<file path="src/rtl/hazard_stall_ctrl_if.sv">
// Hazard controller bundle: the ID/EX/MEM operand info the detector reads
// and the stall/flush controls it returns to the pipeline.
interface hazard_stall_ctrl_if;
    logic [2:0] ID_Rs;
    logic [2:0] ID_Rd;
    logic       ID_UsesRs;
    logic       ID_UsesRd;
    logic       ID_IsBranch;
    logic       ID_Halt;
    logic       BranchTaken;
    logic [2:0] EX_Rd;
    logic       EX_RegWrite;
    logic       EX_MemRead;
    logic [2:0] MEM_Rd;
    logic       MEM_MemRead;
    logic       PCWrite;
    logic       IFID_Write;
    logic       IFID_Flush;
    logic       IDEX_Bubble;
    logic       Halted;

    // pipeline side: supplies stage info, consumes controls
    modport master (
        output ID_Rs, ID_Rd, ID_UsesRs, ID_UsesRd, ID_IsBranch, ID_Halt, BranchTaken,
               EX_Rd, EX_RegWrite, EX_MemRead, MEM_Rd, MEM_MemRead,
        input  PCWrite, IFID_Write, IFID_Flush, IDEX_Bubble, Halted
    );

    // controller side
    modport slave (
        input  ID_Rs, ID_Rd, ID_UsesRs, ID_UsesRd, ID_IsBranch, ID_Halt, BranchTaken,
               EX_Rd, EX_RegWrite, EX_MemRead, MEM_Rd, MEM_MemRead,
        output PCWrite, IFID_Write, IFID_Flush, IDEX_Bubble, Halted
    );
endinterface

</file>
<file path="src/rtl/hazard_stall_ctrl.sv">
// ID-stage stall/flush controller. Detects load-use and branch-operand
// hazards that forwarding cannot cover, holds PC and IF/ID while injecting
// ID/EX bubbles, flushes IF/ID on taken branches and parks on halt.
// Optional macro HAZARD_PERF_EN adds saturating StallCount/FlushCount.
module hazard_stall_ctrl #(
    parameter int CNT_W = 16
) (
    input  logic                 clk,
    input  logic                 rst_n,
    hazard_stall_ctrl_if.slave   hz
`ifdef HAZARD_PERF_EN
    ,
    output logic [CNT_W-1:0]     StallCount,
    output logic [CNT_W-1:0]     FlushCount
`endif
);

    typedef enum logic [1:0] {RUN, STALL, HALT} state_t;

    state_t     state;
    logic [1:0] rem;
    logic [1:0] n_req;
    logic       halted_q;
    logic       match_ex;
    logic       br_ex;
    logic       br_mem;

    // CNT_W only sizes the perf counters; this empty check keeps the
    // parameter referenced in builds without them.
    if (CNT_W < 1) begin : g_cnt_w_chk
    end

    // r0 is hardwired, so it never produces a dependency
    function automatic logic hit(input logic [2:0] rd, input logic [2:0] src,
                                 input logic en);
        return en && (rd != 3'd0) && (rd == src);
    endfunction

    // Required stall length for the ID instruction, highest priority first
    always_comb begin
        match_ex = hit(hz.EX_Rd, hz.ID_Rs, hz.ID_UsesRs) |
                   hit(hz.EX_Rd, hz.ID_Rd, hz.ID_UsesRd);
        br_ex    = hit(hz.EX_Rd, hz.ID_Rs, 1'b1);
        br_mem   = hit(hz.MEM_Rd, hz.ID_Rs, 1'b1);
        n_req    = 2'd0;
        if (hz.ID_IsBranch && hz.EX_MemRead && br_ex)
            n_req = 2'd2;
        else if (hz.ID_IsBranch && hz.EX_RegWrite && br_ex)
            n_req = 2'd1;
        else if (hz.ID_IsBranch && hz.MEM_MemRead && br_mem)
            n_req = 2'd1;
        else if (!hz.ID_IsBranch && hz.EX_MemRead && match_ex)
            n_req = 2'd1;
    end

    // Pipeline controls: combinational in RUN, decoded from state otherwise
    always_comb begin
        hz.PCWrite     = 1'b1;
        hz.IFID_Write  = 1'b1;
        hz.IFID_Flush  = 1'b0;
        hz.IDEX_Bubble = 1'b0;
        unique case (state)
            RUN: begin
                if (n_req != 2'd0) begin
                    hz.PCWrite     = 1'b0;
                    hz.IFID_Write  = 1'b0;
                    hz.IDEX_Bubble = 1'b1;
                end else if (hz.ID_Halt) begin
                    // halt itself proceeds into EX, so no bubble here
                    hz.PCWrite     = 1'b0;
                    hz.IFID_Write  = 1'b0;
                end else if (hz.BranchTaken) begin
                    hz.IFID_Flush  = 1'b1;
                end
            end
            default: begin
                hz.PCWrite     = 1'b0;
                hz.IFID_Write  = 1'b0;
                hz.IDEX_Bubble = 1'b1;
            end
        endcase
        hz.Halted = halted_q;
    end

    // FSM: RUN launches stalls/halt, STALL counts down remaining cycles
    always_ff @(posedge clk or negedge rst_n) begin
        if (!rst_n) begin
            state    <= RUN;
            rem      <= 2'd0;
            halted_q <= 1'b0;
        end else begin
            unique case (state)
                RUN: begin
                    if (n_req != 2'd0) begin
                        rem   <= n_req - 2'd1;
                        state <= (n_req > 2'd1) ? STALL : RUN;
                    end else if (hz.ID_Halt) begin
                        state    <= HALT;
                        halted_q <= 1'b1;
                    end
                end
                STALL: begin
                    if (rem <= 2'd1) begin
                        rem   <= 2'd0;
                        state <= RUN;
                    end else begin
                        rem <= rem - 2'd1;
                    end
                end
                HALT: state <= HALT;
                default: state <= RUN;
            endcase
        end
    end

`ifdef HAZARD_PERF_EN
    // Saturating event counters; parked bubbles in HALT are not stalls
    always_ff @(posedge clk or negedge rst_n) begin
        if (!rst_n) begin
            StallCount <= '0;
            FlushCount <= '0;
        end else begin
            if (hz.IDEX_Bubble && state != HALT && StallCount != '1)
                StallCount <= StallCount + 1'b1;
            if (hz.IFID_Flush && FlushCount != '1)
                FlushCount <= FlushCount + 1'b1;
        end
    end
`endif

endmodule

</file>
<file path="src/flat_wrapper.sv">
// flat-port wrapper written by rule: the top's interface ports become plain ports
module hazard_stall_ctrl_flat 
#(
    parameter int CNT_W = 16
)
  (clk, rst_n, hz_ID_Rs, hz_ID_Rd, hz_ID_UsesRs, hz_ID_UsesRd, hz_ID_IsBranch, hz_ID_Halt, hz_BranchTaken, hz_EX_Rd, hz_EX_RegWrite, hz_EX_MemRead, hz_MEM_Rd, hz_MEM_MemRead, hz_PCWrite, hz_IFID_Write, hz_IFID_Flush, hz_IDEX_Bubble, hz_Halted);
  hazard_stall_ctrl_if hz_i ();
  input  logic clk;
  input  logic rst_n;
  input wire logic [$bits(hz_i.ID_Rs)-1:0] hz_ID_Rs;
  input wire logic [$bits(hz_i.ID_Rd)-1:0] hz_ID_Rd;
  input wire logic [$bits(hz_i.ID_UsesRs)-1:0] hz_ID_UsesRs;
  input wire logic [$bits(hz_i.ID_UsesRd)-1:0] hz_ID_UsesRd;
  input wire logic [$bits(hz_i.ID_IsBranch)-1:0] hz_ID_IsBranch;
  input wire logic [$bits(hz_i.ID_Halt)-1:0] hz_ID_Halt;
  input wire logic [$bits(hz_i.BranchTaken)-1:0] hz_BranchTaken;
  input wire logic [$bits(hz_i.EX_Rd)-1:0] hz_EX_Rd;
  input wire logic [$bits(hz_i.EX_RegWrite)-1:0] hz_EX_RegWrite;
  input wire logic [$bits(hz_i.EX_MemRead)-1:0] hz_EX_MemRead;
  input wire logic [$bits(hz_i.MEM_Rd)-1:0] hz_MEM_Rd;
  input wire logic [$bits(hz_i.MEM_MemRead)-1:0] hz_MEM_MemRead;
  output wire logic [$bits(hz_i.PCWrite)-1:0] hz_PCWrite;
  output wire logic [$bits(hz_i.IFID_Write)-1:0] hz_IFID_Write;
  output wire logic [$bits(hz_i.IFID_Flush)-1:0] hz_IFID_Flush;
  output wire logic [$bits(hz_i.IDEX_Bubble)-1:0] hz_IDEX_Bubble;
  output wire logic [$bits(hz_i.Halted)-1:0] hz_Halted;
  assign hz_i.ID_Rs = hz_ID_Rs;
  assign hz_i.ID_Rd = hz_ID_Rd;
  assign hz_i.ID_UsesRs = hz_ID_UsesRs;
  assign hz_i.ID_UsesRd = hz_ID_UsesRd;
  assign hz_i.ID_IsBranch = hz_ID_IsBranch;
  assign hz_i.ID_Halt = hz_ID_Halt;
  assign hz_i.BranchTaken = hz_BranchTaken;
  assign hz_i.EX_Rd = hz_EX_Rd;
  assign hz_i.EX_RegWrite = hz_EX_RegWrite;
  assign hz_i.EX_MemRead = hz_EX_MemRead;
  assign hz_i.MEM_Rd = hz_MEM_Rd;
  assign hz_i.MEM_MemRead = hz_MEM_MemRead;
  assign hz_PCWrite = hz_i.PCWrite;
  assign hz_IFID_Write = hz_i.IFID_Write;
  assign hz_IFID_Flush = hz_i.IFID_Flush;
  assign hz_IDEX_Bubble = hz_i.IDEX_Bubble;
  assign hz_Halted = hz_i.Halted;
  hazard_stall_ctrl #(.CNT_W(CNT_W)) u_core (.clk(clk), .rst_n(rst_n), .hz(hz_i));
endmodule
</file>
<file path="config.mk">
export PLATFORM = sky130hd
export DESIGN_NAME = hazard_stall_ctrl_flat
export DESIGN_NICKNAME = d
export VERILOG_FILES = /design/src/rtl/hazard_stall_ctrl_if.sv /design/src/rtl/hazard_stall_ctrl.sv /design/src/flat_wrapper.sv
export SDC_FILE = /design/constraint.sdc
export NUM_CORES = 1
export LEC_CHECK = 0
export BUFFER_PORTS_ARGS = -buffer_cell sky130_fd_sc_hd__buf_2
export CORE_AREA = 5 5 42 44
export CTS_CLUSTER_SIZE = 8
export DETAILED_ROUTE_END_ITERATION = 8
export DIE_AREA = 0 0 47 49
export PLACE_DENSITY_LB_ADDON = 0.3
export SYNTH_ARGS = -nofsm -noshare
export SYNTH_HDL_FRONTEND = slang
export SYNTH_SLANG_ARGS = --single-unit
</file>
<file path="constraint.sdc">
create_clock -name clk -period 2.2 [get_ports clk]
set_input_delay 0.44 -clock clk [delete_from_list [all_inputs] [get_ports clk]]
set_output_delay 0.44 -clock clk [all_outputs]
set_load 0.01 [all_outputs]
</file>
==> flow_metrics.env, run 1 <==
export IMPL_p_switching_uw=74.5
export IMPL_core_area_sq_mm=0.00140
export IMPL_clock_latency_ns=0.23
export IMPL_grt_overflow=0
export IMPL_wirelength_microns=1180
export IMPL_die_w_microns=47
export IMPL_fin_setup_tns_ns=0
export IMPL_p_leak_uw=0.000394
export IMPL_syn2layout_area_growth_pct=80.6
export IMPL_cts_buffers_inserted=3
export IMPL_worstMarginPinSlew_ns=0.349
export IMPL_cp_required_ns=1.76
export IMPL_path_max_fanout=4
export IMPL_ant_nets=0
export IMPL_final_common_cell="buf_2"
export IMPL_std_cell_rows=14
export IMPL_async_reset_ff_share_pct=100
export IMPL_syn_num_nets=70
export IMPL_synth_seq_cells=5
export IMPL_cts_sinks=5
export IMPL_fin_skew_ns=0.00261
export IMPL_clockPowerShare_pct=33.5
export IMPL_yosysWarningCount=0
export IMPL_yosys_top_cells_area="dfrtp_1, xnor2_1, a2111oi_4, inv_1, nand4_1"
export IMPL_antenna_found_initial=0
export IMPL_arrival_ns=1.73
export IMPL_place_ws_ns=-0.0417
export IMPL_layout_common_cells="buf_2, buf_4, inv_1"
export IMPL_combPwrFrac_pct=34.5
export IMPL_slew_viol_final=0
export IMPL_setup_viol=0
export IMPL_seq_area_frac_synth_pct=28.9
export IMPL_swShare_pct=24.9
export IMPL_end_kind="primary output"
export IMPL_synthCells=48
export IMPL_rsz0062_at_grt="true"
export IMPL_power_uw=299
export IMPL_ir_worst_vdd_mv=0.257
export IMPL_boundaryPins=27
export IMPL_netlist_area_sq_um=433
export IMPL_hold_class="primary input to flip-flop"
export IMPL_slew_headroom_pct=76.7
export IMPL_die_h_microns=49
export IMPL_clk_pin_slew_ns=0.04
export IMPL_hpwl_microns=900
export IMPL_final_core_util_pct=55.8
export IMPL_place_congestion=0.735
export IMPL_synth_edff_count=0
export IMPL_vias=487
export IMPL_dr_pass1_iters=4
export IMPL_grt_pass1_vias=469
export IMPL_max_freq_mhz=460
export IMPL_grt_max_degree=6
export IMPL_nets=108
export IMPL_cts_root_buf="clkbuf_4"
export IMPL_layout_setup_ws_ns=0.0277
export IMPL_die_area_sq_mm=0.00230
export IMPL_synth_largest_area_cell="dfrtp_1"
export IMPL_grt_total_usage_pct=10.5
export IMPL_htreeDepth=1
export IMPL_layout_drive_gt1_share_pct=55.3
export IMPL_start_util_pct=30.9
export IMPL_syn_mean_instance_area_sq_um=9.02
export IMPL_powerDensity_mw_per_mm2=383
export IMPL_placement_io_buffers=26
export IMPL_cap_violations=0
export IMPL_start_kind="primary input"
export IMPL_r2r_slack_ns=0.89
export IMPL_tritoncts="built"
export IMPL_n_antenna_cell=0
export IMPL_period_share_pct=98.7
export IMPL_wl_per_cell_microns=11.7
export IMPL_clock_path_buffers=2
export IMPL_period_needed_ns=2.17
export IMPL_grt_pass1_wl_microns=1800
export IMPL_finalHoldViolations=0
export IMPL_synth_ff_type="dfrtp_1"
export IMPL_synth_top_area_share_pct=28.9
export IMPL_drt_vias_per_instance=4.82
export IMPL_intPower_uw=225
export IMPL_ys_types=24
export IMPL_outcome="complete, no violations"
export IMPL_drc=0
export IMPL_path_class="primary input to primary output"
export IMPL_drt_iter0_drc=7
export IMPL_seqPwrFrac_pct=32.0
-- power by group through the flow --
stage | logic [uW] | clock network, uW | registers, uW
floorplan | 30.1 | 0 | 97.9
global placement | 66.5 | 0 | 96.9
detailed placement | 67.0 | 0 | 97.0
CTS | 80.1 | 106 | 95.7
global route | 112 | 116 | 95.7
finish | 103 | 100 | 95.7
-- flip-flops by register name, indices dropped and copies added (netlist names) --
name / count
u_core.hz.Halted: 1
u_core.rem: 2
u_core.state: 2
-- kinds of logic after synthesis --
kind of cell	after synthesis	share of synthesized area, %
flip-flops	5	28.9
XOR/XNOR	8	16.2
buffers and inverters	7	6.94
AO/OA/AOI/OAI	13	27.5
AND/OR/NAND/NOR	15	20.5
-- synthesized netlist by cell type, types with 2 or more instances --
cell     n
nor3_1   3
nand4_1  3
xnor2_1  8
dfrtp_1  5
inv_1    6
nor2_1   2
and2_1   2
a21oi_1  3
-- routing by layer --
| metal | track usage [%] | wire length (microns) |
|---|---|---|
| met5 | 0 | 0 |
| met2 | 18.1 | 617 |
| met3 | 2.58 | 129 |
| met1 | 11.0 | 420 |
| met4 | 5.53 | 17 |
-- stage by stage --
stage	instances	cell area [sq um]	hold slack [ns]
after floorplan	48	433	0.144
after global placement	91	591	0.254
after detailed placement	91	591	0.254
after CTS	99	674	0.418
after global routing	101	782	0.423
final	101	782	0.421
-- layout make-up --
cell class,instances,area [sq um]
Sequential cell,5,125
Fill cell,131,619
Timing Repair Buffer,34,233
Inverter,6,22.5
Tap cell,16,20.0
Clock buffer,4,26.3
Multi-Input combinational cell,36,355
-- worst paths after layout --
kind | cells past startpoint | to | start
max | 7 | hz_IFID_Flush | hz_EX_Rd[1]
min | 2 | u_core.hz.Halted | hz_ID_Halt
max reg2reg | 3 | u_core.state[1] | u_core.state[0]
min reg2reg | 1 | u_core.hz.Halted | u_core.hz.Halted
max in group asynchronous | 2 | u_core.rem[0] | rst_n
min in group asynchronous | 2 | u_core.state[1] | rst_n
-- timing repair --
action | CTS | global route
hold endpoints to repair | 2 | 0
gates resized for setup | 4 | 21
setup endpoints to repair | 3 | 4
pin swaps | 6 | 9
buffers inserted | 3 | 3
hold buffers | 1 | 0
-- critical path: stages --
cell       delay (ns)
buf_6            0.12
xnor2_2          0.14
nand4_1          0.16
a2111oi_4        0.45
nor4_4           0.10
and3_1           0.19
buf_2            0.13
Note: power is estimated with default switching activity, not from simulation.
==> inputs of run 2 (changes only) <==
--- a/config.mk
+++ b/config.mk
@@ -10,7 +10,10 @@
 export CTS_CLUSTER_SIZE = 8
 export DETAILED_ROUTE_END_ITERATION = 8
 export DIE_AREA = 0 0 47 49
+export GPL_TIMING_DRIVEN = 0
 export PLACE_DENSITY_LB_ADDON = 0.3
+export RECOVER_POWER = 100
+export SETUP_SLACK_MARGIN = 0.05
 export SYNTH_ARGS = -nofsm -noshare
 export SYNTH_HDL_FRONTEND = slang
 export SYNTH_SLANG_ARGS = --single-unit
==> run 2 against run 1 <==
Effect of this change: sequential power about the same; critical path depth is 1 higher; register-to-register slack worse by 0.10 ns; critical endpoint is now hz_PCWrite.
==> flow_metrics.env, run 2 (same netlist as run 1, synthesis figures left out) <==
export IMPL_ant_nets=0
export IMPL_worstMarginPinSlew_ns=0.362
export IMPL_arrival_ns=1.75
export IMPL_layout_drive_gt1_share_pct=56.3
export IMPL_grt_pass1_vias=522
export IMPL_power_uw=295
export IMPL_combPwrFrac_pct=32.9
export IMPL_clockPowerShare_pct=34.6
export IMPL_start_util_pct=30.9
export IMPL_cts_root_buf="clkbuf_4"
export IMPL_clk_pin_slew_ns=0.04
export IMPL_cap_violations=0
export IMPL_antenna_found_initial=0
export IMPL_p_leak_uw=0.000415
export IMPL_cts_sinks=5
export IMPL_reg2regPathDepth=5
export IMPL_htreeDepth=1
export IMPL_drt_vias_per_instance=4.76
export IMPL_swShare_pct=25.2
export IMPL_slew_viol_final=0
export IMPL_grt_max_degree=6
export IMPL_grt_total_usage_pct=11.6
export IMPL_intPower_uw=221
export IMPL_min_delay_path_depth=2
export IMPL_final_common_cell="buf_2"
export IMPL_n_antenna_cell=0
export IMPL_die_h_microns=49
export IMPL_seqPwrFrac_pct=32.4
export IMPL_core_area_sq_mm=0.00140
export IMPL_final_core_util_pct=58.7
export IMPL_path_max_fanout=3
export IMPL_tritoncts="built"
export IMPL_layout_common_cells="buf_2, buf_6, buf_4"
export IMPL_grt_pass1_wl_microns=1970
export IMPL_boundaryPins=27
export IMPL_clock_path_buffers=2
export IMPL_cp_required_ns=1.76
export IMPL_place_congestion=0.717
export IMPL_period_needed_ns=2.19
export IMPL_p_switching_uw=74.4
export IMPL_max_freq_mhz=457
export IMPL_die_w_microns=47
export IMPL_slew_headroom_pct=75.9
export IMPL_rsz0062_at_grt="true"
export IMPL_std_cell_rows=14
export IMPL_finalHoldViolations=0
export IMPL_syn2layout_area_growth_pct=89.9
export IMPL_clock_latency_ns=0.24
export IMPL_drt_iter0_drc=1
export IMPL_period_share_pct=99.5
export IMPL_end_kind="primary output"
export IMPL_outcome="complete, no violations"
export IMPL_setup_viol=0
export IMPL_hold_class="primary input to flip-flop"
export IMPL_powerDensity_mw_per_mm2=359
export IMPL_dr_pass1_iters=4
export IMPL_placement_io_buffers=26
export IMPL_drc=0
export IMPL_wl_per_cell_microns=12.1
export IMPL_die_area_sq_mm=0.00230
export IMPL_grt_overflow=0
export IMPL_vias=490
export IMPL_ir_worst_vdd_mv=0.367
export IMPL_path_class="primary input to primary output"
export IMPL_nets=110
export IMPL_cts_buffers_inserted=3
export IMPL_wirelength_microns=1240
export IMPL_start_kind="primary input"
export IMPL_fin_skew_ns=0.00147
run 2: through the flow:
step / cells / setup slack, ns / setup TNS [ns] / cell area (sq um) / hold WS (ns)
after floorplan: 48 / 0.154 / 0 / 433 / 0.144
after global placement: 90 / -0.130 / -0.170 / 583 / 0.254
after detailed placement: 90 / -0.180 / -0.318 / 583 / 0.254
after CTS: 102 / -0.0293 / -0.0293 / 733 / 0.415
after global routing: 103 / -0.0583 / -0.100 / 822 / 0.410
final: 103 / 0.0100 / 0 / 822 / 0.420
run 2: per-layer routing:
| metal | GRT usage (%) | wire, microns | vias up |
|---|---|---|---|
| met3 | 1.11 | 101 | 2 |
| li1 | - | - | 253 |
| met1 | 12.8 | 465 | 218 |
| met5 | 0 | 0 | - |
| met4 | 6.91 | 19 | 0 |
| met2 | 20.1 | 657 | 17 |
run 2: worst max-delay path, cell delays in order:
cell       delay (ns)
buf_6            0.10
xnor2_2          0.13
nand4_1          0.16
a2111oi_4        0.47
nor4_4           0.07
and2_4           0.17
buf_6            0.10
buf_6            0.11
run 2: path summary, 6_finish.rpt:
kind | from | slack, ns | end
setup / recovery | hz_ID_Rd[2] | 0.01 | hz_PCWrite
hold / removal | hz_ID_Halt | 0.42 | u_core.hz.Halted
setup reg to reg | u_core.state[0] | 0.79 | u_core.hz.Halted
hold reg to reg | u_core.hz.Halted | 0.45 | u_core.hz.Halted
max in group asynchronous | rst_n | 1.42 | u_core.rem[1]
min in group asynchronous | rst_n | 0.58 | u_core.state[1]
run 2: final cells by class:
class / count / area, sq um
fill: 126 / 579
multi-input combinational: 36 / 349
timing repair buffer: 35 / 268
sequential: 5 / 125
clock buffer: 4 / 26.3
inverter: 6 / 22.5
tap: 16 / 20.0
buffer: 1 / 11.3
run 2: timing repair:
item	CTS	global route
pin swaps	9	11
endpoints found under the setup margin	3	4
buffers inserted	7	1
hold endpoints to repair	5	0
hold buffers	1	0
gates resized for setup	14	15
run 2: power by group through the flow:
stage	sequential (uW)	combinational [uW]	clock (uW)
floorplan	97.9	30.1	0
finish	95.8	97.2	102
CTS	95.7	82.5	108
global placement	96.8	62.1	0
global route	96.0	106	120
detailed placement	97.0	63.4	0
==> inputs of run 3 (changes only) <==
--- a/config.mk
+++ b/config.mk
@@ -6,10 +6,10 @@
 export NUM_CORES = 1
 export LEC_CHECK = 0
 export BUFFER_PORTS_ARGS = -buffer_cell sky130_fd_sc_hd__buf_2
-export CORE_AREA = 5 5 42 44
+export CORE_MARGIN = 5
+export CORE_UTILIZATION = 30
 export CTS_CLUSTER_SIZE = 8
 export DETAILED_ROUTE_END_ITERATION = 8
-export DIE_AREA = 0 0 47 49
 export GPL_TIMING_DRIVEN = 0
 export PLACE_DENSITY_LB_ADDON = 0.3
 export RECOVER_POWER = 100
==> run 3 against run 2 <==
Effect of this change: the flow now finishes with violations (negative setup slack); flip-flop and latch count stayed put; clock power hardly changed; die area hardly changed; first-iteration DRC count grew to 6.0 times the previous value; worst setup slack worse by 0.051 ns; core utilization is 0.064 points higher; routed wire length is 6.6% higher; via count is 3.7% higher; register-to-register slack better by 0.05 ns.
==> flow_metrics.env, run 3 (same netlist as run 1, synthesis figures left out) <==
export IMPL_outcome="complete, but fails checks"
export IMPL_violations="negative setup slack"
export IMPL_layout_common_cells="buf_2, buf_4"
export IMPL_fin_skew_ns=0.000712
export IMPL_grt_overflow=0
export IMPL_cpMostUsedCell="buf_6"
export IMPL_worstMarginPinSlew_ns=0.343
export IMPL_die_h_microns=48.0
export IMPL_tritoncts="built"
export IMPL_finalHoldViolations=0
export IMPL_layout_setup_ws_ns=-0.0414
export IMPL_dr_pass1_iters=4
export IMPL_period_share_pct=102
export IMPL_powerDensity_mw_per_mm2=372
export IMPL_hpwl_microns=925
export IMPL_core_area_sq_mm=0.00133
export IMPL_antenna_found_initial=0
export IMPL_cts_root_buf="clkbuf_4"
export IMPL_grt_max_degree=6
export IMPL_drt_vias_per_instance=4.98
export IMPL_die_w_microns=48.0
export IMPL_fin_cells=102
export IMPL_n_antenna_cell=0
export IMPL_cp_buffers_inverters=3
export IMPL_drt_iter0_drc=6
export IMPL_cp_slowest_cell="o31a_2"
export IMPL_final_core_util_pct=58.7
export IMPL_startpoint="hz_EX_Rd[2]"
export IMPL_slew_viol_final=0
export IMPL_ant_nets=0
export IMPL_hold_start="hz_ID_Halt"
export IMPL_slew_headroom_pct=77.1
export IMPL_drc=0
export IMPL_final_common_cell="buf_2"
export IMPL_clk_pin_slew_ns=0.04
export IMPL_cap_violations=0
export IMPL_cp_required_ns=1.76
export IMPL_ir_worst_vdd_mv=0.250
export IMPL_place_congestion=0.753
export IMPL_period_needed_ns=2.24
export IMPL_path_max_fanout=4
export IMPL_wl_per_cell_microns=13.0
export IMPL_boundaryPins=27
export IMPL_wirelength_microns=1330
export IMPL_layout_drive_gt1_share_pct=52.9
export IMPL_p_leak_uw=0.000393
export IMPL_vias=508
export IMPL_rsz0062_at_grt="true"
export IMPL_cts_buffers_inserted=3
export IMPL_fill_cells=117
export IMPL_setup_viol=2
export IMPL_end_kind="primary output"
export IMPL_path_class="primary input to primary output"
export IMPL_grt_pass1_vias=479
export IMPL_r2r_slack_ns=0.84
export IMPL_crit_family="simple AND/OR/NAND/NOR gates"
export IMPL_crit_path_cell_trace="buf_8 > o31a_2 > nand4_1 > a21oi_2 > nor4_4 > and2_4 > buf_6 > buf_6"
export IMPL_max_freq_mhz=446
export IMPL_cts_sinks=5
export IMPL_clock_path_buffers=2
export IMPL_htreeDepth=1
export IMPL_reg2reg_from="u_core.state[0]"
export IMPL_start_kind="primary input"
export IMPL_start_util_pct=32.5
export IMPL_nets=110
export IMPL_grt_total_usage_pct=12.6
export IMPL_std_cell_rows=13
export IMPL_die_area_sq_mm=0.00230
export IMPL_place_inst=89
export IMPL_clock_latency_ns=0.23
export IMPL_hold_class="primary input to flip-flop"
export IMPL_placement_io_buffers=26
export IMPL_arrival_ns=1.80
export IMPL_syn2layout_area_growth_pct=80.9
export IMPL_grt_pass1_wl_microns=1930
export IMPL_max_stage_delay_ns=0.33
run 3: cell count changes in the layout (fill, tap and decap cells not counted), sizes merged:
cell,before,now
buf,32,33
clkbuf,7,6
run 3: layout make-up:
class | instances | area [sq um] | area share [%]
Tap cell | 15 | 18.8 | 2.40
Inverter | 6 | 22.5 | 2.88
Buffer | 1 | 11.3 | 1.44
Sequential cell | 5 | 125 | 16.0
Clock buffer | 4 | 26.3 | 3.35
Timing Repair Buffer | 35 | 253 | 32.3
Multi-Input combinational cell | 36 | 327 | 41.7
run 3: path summary, 6_finish.rpt:
check / endpoint / cells after the start
min reg2reg: u_core.hz.Halted / 1
max reg2reg: u_core.hz.Halted / 4
min: u_core.hz.Halted / 2
min in group asynchronous: u_core.hz.Halted / 2
max: hz_PCWrite / 8
max in group asynchronous: u_core.rem[0] / 2
run 3: through the flow:
stage | worst slack [ns] | instance area, sq um | power, uW | hold WS (ns) | TNS, ns
floorplan | 0.154 | 433 | 128 | 0.144 | 0
global placement | -0.123 | 582 | 159 | 0.257 | -0.149
detailed placement | -0.170 | 582 | 161 | 0.254 | -0.288
CTS | -0.0388 | 734 | 292 | 0.418 | -0.0388
global route | -0.107 | 783 | 314 | 0.425 | -0.255
finish | -0.0414 | 783 | 292 | 0.425 | -0.0418
run 3: repair_timing:
item | in CTS | in global routing
setup endpoints to repair | 3 | 4
buffers inserted | 5 | 3
resized for setup | 18 | 6
hold endpoints to repair | 3 | 0
pin swaps | 7 | 6
hold buffers | 1 | 0
run 3: worst reg2reg max path, delay by kind of cell, from the launching register on:
kind	cells	cell delay, ns
DFF	1	0.42
and+or+nand+nor	1	0.32
AOI/OAI and AO/OA	2	0.39
buffers and inverters	1	0.17
run 3: per-layer routing:
metal / global-route usage, % / vias up / part of all wire (%)
met4: 8.06 / 0 / 2.7
li1: - / 259 / -
met5: 0 / - / 0
met1: 11.2 / 229 / 35
met3: 2.26 / 4 / 5.6
met2: 25.1 / 16 / 57
run 3: power breakdown:
part	internal, uW	leakage (uW)	switching (uW)
logic	55.8	0.000315	39.6
clock network	68.2	0.0000150	32.3
registers	94.6	0.0000624	1.08
total	219	0.000393	72.9
